`config.mk`:
```
export PLATFORM = sky130hd
export DESIGN_NAME = multicycle_control_unit
export DESIGN_NICKNAME = d
export VERILOG_FILES = /design/src/rtl/mips_ctrl_pkg.sv /design/src/rtl/alu_decoder.sv /design/src/rtl/multicycle_control_unit.sv
export SDC_FILE = /design/constraint.sdc
export NUM_CORES = 1
export LEC_CHECK = 0
export CAP_MARGIN = 30
export CORE_MARGIN = 2
export CORE_UTILIZATION = 43
export DETAILED_ROUTE_END_ITERATION = 8
export PLACE_DENSITY_LB_ADDON = 0.3
export SLEW_MARGIN = 0
export SYNTH_ARGS = -nofsm -noshare
export SYNTH_HDL_FRONTEND = slang
export SYNTH_HIERARCHICAL = 1
export SYNTH_SLANG_ARGS = --single-unit
export TNS_END_PERCENT = 100
```
`constraint.sdc`:
```
create_clock -name clk -period 2.7 [get_ports clk]
set_input_delay 0.675 -clock clk [delete_from_list [all_inputs] [get_ports clk]]
set_output_delay 0.675 -clock clk [all_outputs]
set_load 0.005 [all_outputs]
```
`src/rtl/mips_ctrl_pkg.sv`:
```
// mips_ctrl_pkg: shared encodings and per-state control decode for the multicycle MIPS controller
package mips_ctrl_pkg;
  typedef enum logic [3:0] {
    S_FETCH    = 4'd0,
    S_DECODE   = 4'd1,
    S_MEMADR   = 4'd2,
    S_MEMREAD  = 4'd3,
    S_MEMWB    = 4'd4,
    S_MEMWRITE = 4'd5,
    S_EXECUTE  = 4'd6,
    S_ALUWB    = 4'd7,
    S_BRANCH   = 4'd8,
    S_ADDIEX   = 4'd9,
    S_ADDIWB   = 4'd10,
    S_JUMP     = 4'd11
  } state_t;
  typedef enum logic [1:0] {
    AOP_ADD   = 2'b00,
    AOP_SUB   = 2'b01,
    AOP_FUNCT = 2'b10
  } alu_op_t;
  localparam logic [5:0] OP_R    = 6'b000000;
  localparam logic [5:0] OP_LW   = 6'b100011;
  localparam logic [5:0] OP_SW   = 6'b101011;
  localparam logic [5:0] OP_BEQ  = 6'b000100;
  localparam logic [5:0] OP_ADDI = 6'b001000;
  localparam logic [5:0] OP_J    = 6'b000010;
  localparam logic [5:0] FN_ADD  = 6'b100000;
  localparam logic [5:0] FN_SUB  = 6'b100010;
  localparam logic [5:0] FN_AND  = 6'b100100;
  localparam logic [5:0] FN_OR   = 6'b100101;
  localparam logic [5:0] FN_SLT  = 6'b101010;
  localparam logic [2:0] ALU_ADD = 3'b010;
  localparam logic [2:0] ALU_SUB = 3'b110;
  localparam logic [2:0] ALU_AND = 3'b000;
  localparam logic [2:0] ALU_OR  = 3'b001;
  localparam logic [2:0] ALU_SLT = 3'b111;
  typedef struct packed {
    logic       pc_write;
    logic       branch;
    logic       iord;
    logic       mem_write;
    logic       ir_write;
    logic       reg_write;
    logic       reg_dst;
    logic       mem_to_reg;
    logic       alu_src_a;
    logic [1:0] alu_src_b;
    logic [1:0] pc_src;
    alu_op_t    alu_op;
  } ctrl_t;
  // Anything not named for a state stays 0, which also covers the illegal encodings.
  function automatic ctrl_t state_ctrl(input state_t s);
    ctrl_t c;
    c = '0;
    case (s)
      S_FETCH:    begin c.alu_src_b = 2'b01; c.ir_write = 1'b1; c.pc_write = 1'b1; end
      S_DECODE:   c.alu_src_b = 2'b11;
      S_MEMADR:   begin c.alu_src_a = 1'b1; c.alu_src_b = 2'b10; end
      S_MEMREAD:  c.iord = 1'b1;
      S_MEMWB:    begin c.reg_write = 1'b1; c.mem_to_reg = 1'b1; end
      S_MEMWRITE: begin c.iord = 1'b1; c.mem_write = 1'b1; end
      S_EXECUTE:  begin c.alu_src_a = 1'b1; c.alu_op = AOP_FUNCT; end
      S_ALUWB:    begin c.reg_write = 1'b1; c.reg_dst = 1'b1; end
      S_BRANCH:   begin c.alu_src_a = 1'b1; c.alu_op = AOP_SUB; c.pc_src = 2'b01; c.branch = 1'b1; end
      S_ADDIEX:   begin c.alu_src_a = 1'b1; c.alu_src_b = 2'b10; end
      S_ADDIWB:   c.reg_write = 1'b1;
      S_JUMP:     begin c.pc_src = 2'b10; c.pc_write = 1'b1; end
      default:    c = '0;
    endcase
    return c;
  endfunction
endpackage

```
`src/rtl/alu_decoder.sv`:
```
// alu_decoder: maps alu_op and R-type funct to the 3-bit ALU control code
module alu_decoder
  import mips_ctrl_pkg::*;
#(
  parameter int FNW = 6
) (
  input  alu_op_t        alu_op_i,
  input  logic [FNW-1:0] funct_i,
  output logic [2:0]     alu_control_o
);
  logic [2:0] fn_ctrl;
  always_comb begin
    fn_ctrl = funct_i == FN_SUB ? ALU_SUB :
              funct_i == FN_AND ? ALU_AND :
              funct_i == FN_OR  ? ALU_OR  :
              funct_i == FN_SLT ? ALU_SLT : ALU_ADD;
    alu_control_o = alu_op_i == AOP_SUB   ? ALU_SUB :
                    alu_op_i == AOP_FUNCT ? fn_ctrl : ALU_ADD;
  end
endmodule

```
`src/rtl/multicycle_control_unit.sv`:
```
// multicycle_control_unit: Moore control FSM sequencing one MIPS instruction at a time
module multicycle_control_unit
  import mips_ctrl_pkg::*;
#(
  parameter int OPW = 6,
  parameter int FNW = 6
) (
  input  logic           clk,
  input  logic           reset,
  input  logic [OPW-1:0] opcode_i,
  input  logic [FNW-1:0] funct_i,
  input  logic           zero_i,
  output logic           pc_en_o,
  output logic           iord_o,
  output logic           mem_write_o,
  output logic           ir_write_o,
  output logic           reg_write_o,
  output logic           reg_dst_o,
  output logic           mem_to_reg_o,
  output logic           alu_src_a_o,
  output logic [1:0]     alu_src_b_o,
  output logic [1:0]     pc_src_o,
  output logic [2:0]     alu_control_o,
  output logic [3:0]     state_o
);
  state_t state, nxt;
  ctrl_t  ctrl;
  always_comb begin
    nxt = S_FETCH;
    case (state)
      S_FETCH:  nxt = S_DECODE;
      S_DECODE: nxt = (opcode_i == OP_LW || opcode_i == OP_SW) ? S_MEMADR :
                      opcode_i == OP_R    ? S_EXECUTE :
                      opcode_i == OP_BEQ  ? S_BRANCH  :
                      opcode_i == OP_ADDI ? S_ADDIEX  :
                      opcode_i == OP_J    ? S_JUMP    : S_FETCH;
      S_MEMADR:  nxt = opcode_i == OP_LW ? S_MEMREAD :
                       opcode_i == OP_SW ? S_MEMWRITE : S_FETCH;
      S_MEMREAD: nxt = S_MEMWB;
      S_EXECUTE: nxt = S_ALUWB;
      S_ADDIEX:  nxt = S_ADDIWB;
      default:   nxt = S_FETCH;
    endcase
  end
  // Controls are registered alongside the state so they are a glitch-free copy of its decode.
  always_ff @(posedge clk or negedge reset) begin
    if (!reset) begin
      state <= S_FETCH;
      ctrl  <= state_ctrl(S_FETCH);
    end else begin
      state <= nxt;
      ctrl  <= state_ctrl(nxt);
    end
  end
  alu_decoder #(.FNW(FNW)) u_alu_decoder (
    .alu_op_i      (ctrl.alu_op),
    .funct_i       (funct_i),
    .alu_control_o (alu_control_o)
  );
  // Architectural enables are masked while reset is held so nothing commits during reset.
  assign pc_en_o      = reset & (ctrl.pc_write | (ctrl.branch & zero_i));
  assign ir_write_o   = reset & ctrl.ir_write;
  assign mem_write_o  = reset & ctrl.mem_write;
  assign reg_write_o  = reset & ctrl.reg_write;
  assign iord_o       = ctrl.iord;
  assign reg_dst_o    = ctrl.reg_dst;
  assign mem_to_reg_o = ctrl.mem_to_reg;
  assign alu_src_a_o  = ctrl.alu_src_a;
  assign alu_src_b_o  = ctrl.alu_src_b;
  assign pc_src_o     = ctrl.pc_src;
  assign state_o      = state;
endmodule

```
==> Word-level counts from Yosys, hierarchy flattened <==
Index checks and enable logic that the tools add are counted.
{ "totals": {"reg_bits": 19, "input_bits": 15, "output_inout_bits": 19, "wordCells": 81} }
{ "op_classes": {"n_eq_ne": 27, "n_mux": 26, "bitwise": 6, "n_reduce_logical": 9} }
{ "op_table": {"columns": ["operator", "n"], "rows": [
  ["== test 6 bit, second input constant", 6],
  ["two-way mux 3 bit", 8],
  ["case mux 4 bit (6 select lines)", 1],
  ["== test 4 x 3 -> 1 bit, second input constant", 5],
  ["== test 4 bit, second input constant", 5],
  ["two-way mux 4 bit", 5],
  ["== test 4 x 2 -> 1 bit, second input constant", 4],
  ["two-way mux 1 bit", 9],
  ["== test 4 x 1 -> 1 bit, second input constant", 2],
  ["logical NOT 4 bit", 2],
  ["case mux 2 bit (2 select lines)", 2],
  ["== test 6 x 2 -> 1 bit, second input constant", 1],
  ["== test 6 x 3 -> 1 bit, second input constant", 1],
  ["== test 6 x 4 -> 1 bit, second input constant", 1],
  ["logical NOT 6 bit", 1],
  ["case mux 2 bit (3 select lines)", 1],
  ["OR reduction 2 bit", 3],
  ["AND 1 bit", 5],
  ["OR reduction 4 bit", 1],
  ["OR reduction 3 bit", 1],
  ["== test 2 x 1 -> 1 bit, second input constant", 1],
  ["== test 2 bit, second input constant", 1],
  ["logical OR 1 bit", 1],
  ["OR 1 bit", 1]
]} }

==> Logic depth before layout (Yosys ltp) <==
{ "logic_depth": {"word_depth": 10, "mapped_depth": 6} }

==> Hierarchy <==
Netlist, hierarchy kept.
{ "by_module_without_submodules": {"columns": ["module", "n_inst", "cells_each", "area_each_um2"], "rows": [
  ["multicycle_control_unit", 1, 82, 853.3],
  ["alu_decoder", 1, 9, 73.8]
]} }

==> Least setup slack after synthesis <==
No wires, ideal clock.
{ "synth_path": {"path_kind": "input-to-reg", "from": "input opcode_i[2]", "to": "register ctrl[9] in the netlist's numbering", "setup_time_ns": 0.122, "t_arrival_ns": 2.199, "required_ns": 2.578, "setup_slack_ns": 0.379, "path_stages": 5, "path_cell_list": "or4_1 > or3b_1 > o22a_2 > nand2b_4 > a32o_1"} }
{ "synth_between": {"elab_chain_len": 10, "elab_cells_between_ends": 20, "cone_classes": "eq/ne (8); mux (9); reduce/logical (3)"} }
{ "synth_lines": {"columns": ["element", "line", "source"], "rows": [
  ["start, declared", "multicycle_control_unit.sv:10", "input logic [OPW-1:0] opcode_i,"],
  ["== test 6 x 2 -> 1 bit", "multicycle_control_unit.sv:36", "opcode_i == OP_J ? S_JUMP : S_FETCH;"],
  ["two-way mux 4 bit", "multicycle_control_unit.sv:36", null],
  ["two-way mux 4 bit", "multicycle_control_unit.sv:35", "opcode_i == OP_ADDI ? S_ADDIEX :"],
  ["two-way mux 4 bit", "multicycle_control_unit.sv:34", "opcode_i == OP_BEQ ? S_BRANCH :"],
  ["two-way mux 4 bit", "multicycle_control_unit.sv:33", "opcode_i == OP_R ? S_EXECUTE :"],
  ["two-way mux 4 bit", "multicycle_control_unit.sv:32", "S_DECODE: nxt = (opcode_i == OP_LW || opcode_i == OP_SW) ? S_MEMADR :"],
  ["case mux 4 bit (6 select lines) *", "multicycle_control_unit.sv:30", "case (state)"],
  ["== test 4 x 3 -> 1 bit or == test 4 bit (tied branches)", "mips_ctrl_pkg.sv:56", "case (s)"],
  ["OR reduction 3 bit (no line) *", null, null],
  ["two-way mux 1 bit *", "mips_ctrl_pkg.sv:56", null],
  ["end signal, assigned", "multicycle_control_unit.sv:49", "ctrl <= state_ctrl(S_FETCH);"],
  ["end signal, assigned", "multicycle_control_unit.sv:52", "ctrl <= state_ctrl(nxt);"],
  ["end, declared", "multicycle_control_unit.sv:27", "ctrl_t ctrl;"]
]} }
Every way passes the cells marked *; elsewhere a longest branch is shown, timed or not.

==> Worst setup path after layout <==
{ "layout_path": {"from": "input reset", "to": "output pc_en_o"} }
{ "layout_between": {"elab_chain_len": 1} }
{ "layout_lines": {"columns": ["element", "line", "source"], "rows": [
  ["start, declared", "multicycle_control_unit.sv:9", "input logic reset,"],
  ["AND 1 bit", "multicycle_control_unit.sv:61", "assign pc_en_o = reset & (ctrl.pc_write | (ctrl.branch & zero_i));"],
  ["end, declared", "multicycle_control_unit.sv:13", "output logic pc_en_o,"]
]} }
Every way passes these cells.

==> impl_metrics.yaml <==
floorplanning:
  chipWidth_microns: 50.4
  die_h_microns: 50.4
  dieArea_sq_mm: 0.00254
  start_util: 0.463
  rows: 16
  io_pins: 34
  core_sq_mm: 0.00200
critical_path:
  path_class: "in2out"
  start_kind: "input pin"
  r2r_start: "state_o[1]$_DFF_PN0_"
  crit_path_max_fanout: 12
  cp-startpoint: "reset"
  cp-end-kind: "output pin"
  worst-endpoint-arrival_ns: 1.95
  crit_required_ns: 2.03
timing:
  fmax_mhz: 381
  setup_violations: 0
  finalHoldViolCount: 0
  relSlewSlack: 0.790
  worst_pin_slew_ns: 0.314
  finalCriticalPeriod_ns: 2.62
  drv_slew: 0
  post-route-period-util: 0.971
  skew_ns: 0.00840
  hold_slack_ns: 0.624
  rsz0062_at_grt: "no"
final_layout:
  areaGrowthSynthToFinish_pct: 52.2
  design_area_sq_mm: 0.00141
  drive_above_1_share: 0.207
  stdcell_count: 162
  fillCellCount: 157
  antenna_cells: 0
  multi_input_area_sq_um: 432
  nets: 151
  seq_area_sq_um: 454
place:
  dpl.hpwl_microns: 1760
  portBuffers: 33
  placed_area_sq_mm: 0.00136
  gp_congestion: 0.829
  dp.cells: 158
routing:
  drt_iter0_markers: 26
  vias: 895
  wire_per_inst_microns: 14.3
  antenna_left: 0
  drtPass1Iterations: 6
  drc_errors: 0
  drt-total-wl_microns: 2320
  avgViaCountPerCell: 5.52
clocking:
  clkTransAtPathRegs_ns: 0.10
  cts_tree: "built"
  clkLatencyLatePin_ns: 0.29
  cts_made_buffers: 3
  clk_path_buf_depth: 2
  cts_hold_buf: 0
  clock_sinks: 18
  ctsRootBufferMaster: "clkbuf_4"
  htreeDepth: 1
grt:
  grt_antenna_before_repair: 0
  grt_pass1_wl_microns: 3930
  overflow: 0
  grt_pass1_vias: 858
  grt_max_degree: 13
  grt_usage: 0.209
yosys:
  syn_inst: 91
  synthFlopType: "dfrtp_1"
  synthArstFlopShare: 1.00
  ys_ff_latch: 18
  ys_seq_area_frac: 0.490
  synthTopCellsByArea: "dfrtp_1 (40%), dfstp_2 (8.5%), buf_4 (3.2%), nor2_1 (3.2%), a21oi_1 (2.7%)"
  syn-num-nets: 106
  avgSynthCellArea_sq_um: 10.2
  synth_warnings: 6
  yosysMostFrequentCell: "dfrtp_1"
  synth_commonest_cells: "dfrtp_1 (15), nor2_1 (8), a21oi_1 (5), inv_1 (5)"
  synth.distinct_cells: 35
  syn-cell-area_sq_um: 927
  yosysTopAreaCellShare: 0.405
  netlist.top_cell.by_area: "dfrtp_1"
  synth_edf_count: 0
outcome:
  outcome: "finished, final reports clean"
job:
  cap_violations: 0
min_path:
  hp-start: "state_o[3]$_DFF_PN0_"
  worstHoldPathType: "reg2reg"
power_and_ir_drop:
  ir_drop_mv: 0.453
  leakage_uw: 0.000681
  power.density_mw_per_mm2: 620
[layout make-up]
type	instances	area share
inverters	5	0.0133
well taps	27	0.0239
clock buffers	4	0.0257
repair buffers	44	0.309
multi-input cells	64	0.306
flip-flops and latches	18	0.322
[state kept, by name (all words and copies together), names as in the netlist]
| register | count |
|---|---|
| ctrl | 6 |
| state_o | 4 |
| alu_src_b_o | 2 |
| pc_src_o | 2 |
| alu_src_a_o | 1 |
| iord_o | 1 |
| mem_to_reg_o | 1 |
| reg_dst_o | 1 |
[through the flow]
| step | util | TNS, ns | setup slack, ns | power, uW |
|---|---|---|---|---|
| global placement | 0.678 | -0.141 | -0.0791 | 698 |
| CTS | 0.698 | -0.00167 | -0.00167 | 878 |
| finish | 0.705 | 0 | 0.0780 | 875 |
| detailed placement | 0.678 | -0.342 | -0.113 | 710 |
| floorplan | - | 0 | 0.379 | 545 |
| global route | 0.705 | 0 | 0.0110 | 931 |
[where the power goes]
part / leakage (uW) / internal, uW / switching [uW]
Combinational: 0.000424 / 187 / 153
Clock: 0.0000210 / 82.2 / 82.0
Sequential: 0.000236 / 334 / 35.9
[layout by cell type (no fill, tap or decap), types with 3 or more instances in the layout]
master / netlist / layout
nor2_1: 8 / 8
nor2b_1: 4 / 3
and2_1: 3 / 3
nand3_1: 3 / 3
clkbuf_4: 0 / 3
inv_1: 5 / 5
nor3_1: 3 / 3
a21oi_1: 5 / 5
o21ai_0: 3 / 3
dlymetal6s2s_1: 0 / 5
dfstp_2: 3 / 3
clkdlybuf4s50_1: 0 / 27
dfrtp_1: 15 / 15
and3_1: 3 / 3
buf_4: 4 / 10
nand2_1: 3 / 3
[path summary, 6_finish.rpt]
path | cells past startpoint | slack (ns) | endpoint
worst max-delay path | 4 | 0.08 | pc_en_o
worst min-delay path | 1 | 0.62 | mem_to_reg_o$_DFF_PN0_
min in group asynchronous | 2 | 0.69 | mem_to_reg_o$_DFF_PN0_
worst min register to register | 1 | 0.62 | mem_to_reg_o$_DFF_PN0_
max in group asynchronous | 3 | 1.64 | alu_src_b_o[0]$_DFF_PN1_
worst max register to register | 6 | 0.71 | ctrl[9]$_DFF_PN0_
[repair_timing]
| action | CTS | global route |
|---|---|---|
| resized for setup | 2 | 7 |
| buffers inserted | 0 | 0 |
| setup endpoints to repair | 2 | 3 |
| pin swaps | 0 | 2 |
[critical path, cell delays in order]
cell             delay [ns]
clkdlybuf4s50_1        0.51
buf_12                 0.14
nor2b_2                0.12
clkdlybuf4s50_1        0.49
[kinds of logic after synthesis]
kind of cell / Yosys count / share of synthesized area
compound gates: 21 / 0.162
buf+inv: 9 / 0.0526
flops: 18 / 0.490
simple gates: 43 / 0.296
[routing by layer]
| metal | share of wire | track usage | routed length (microns) | vias to the layer above |
|---|---|---|---|---|
| li1 | - | - | - | 412 |
| met1 | 0.39 | 0.264 | 908 | 418 |
| met2 | 0.49 | 0.333 | 1140 | 55 |
| met3 | 0.087 | 0.0446 | 202 | 10 |
| met4 | 0.030 | 0.113 | 70 | 0 |
| met5 | 0 | 0 | 0 | - |
Power figures use the tool's default switching activity.
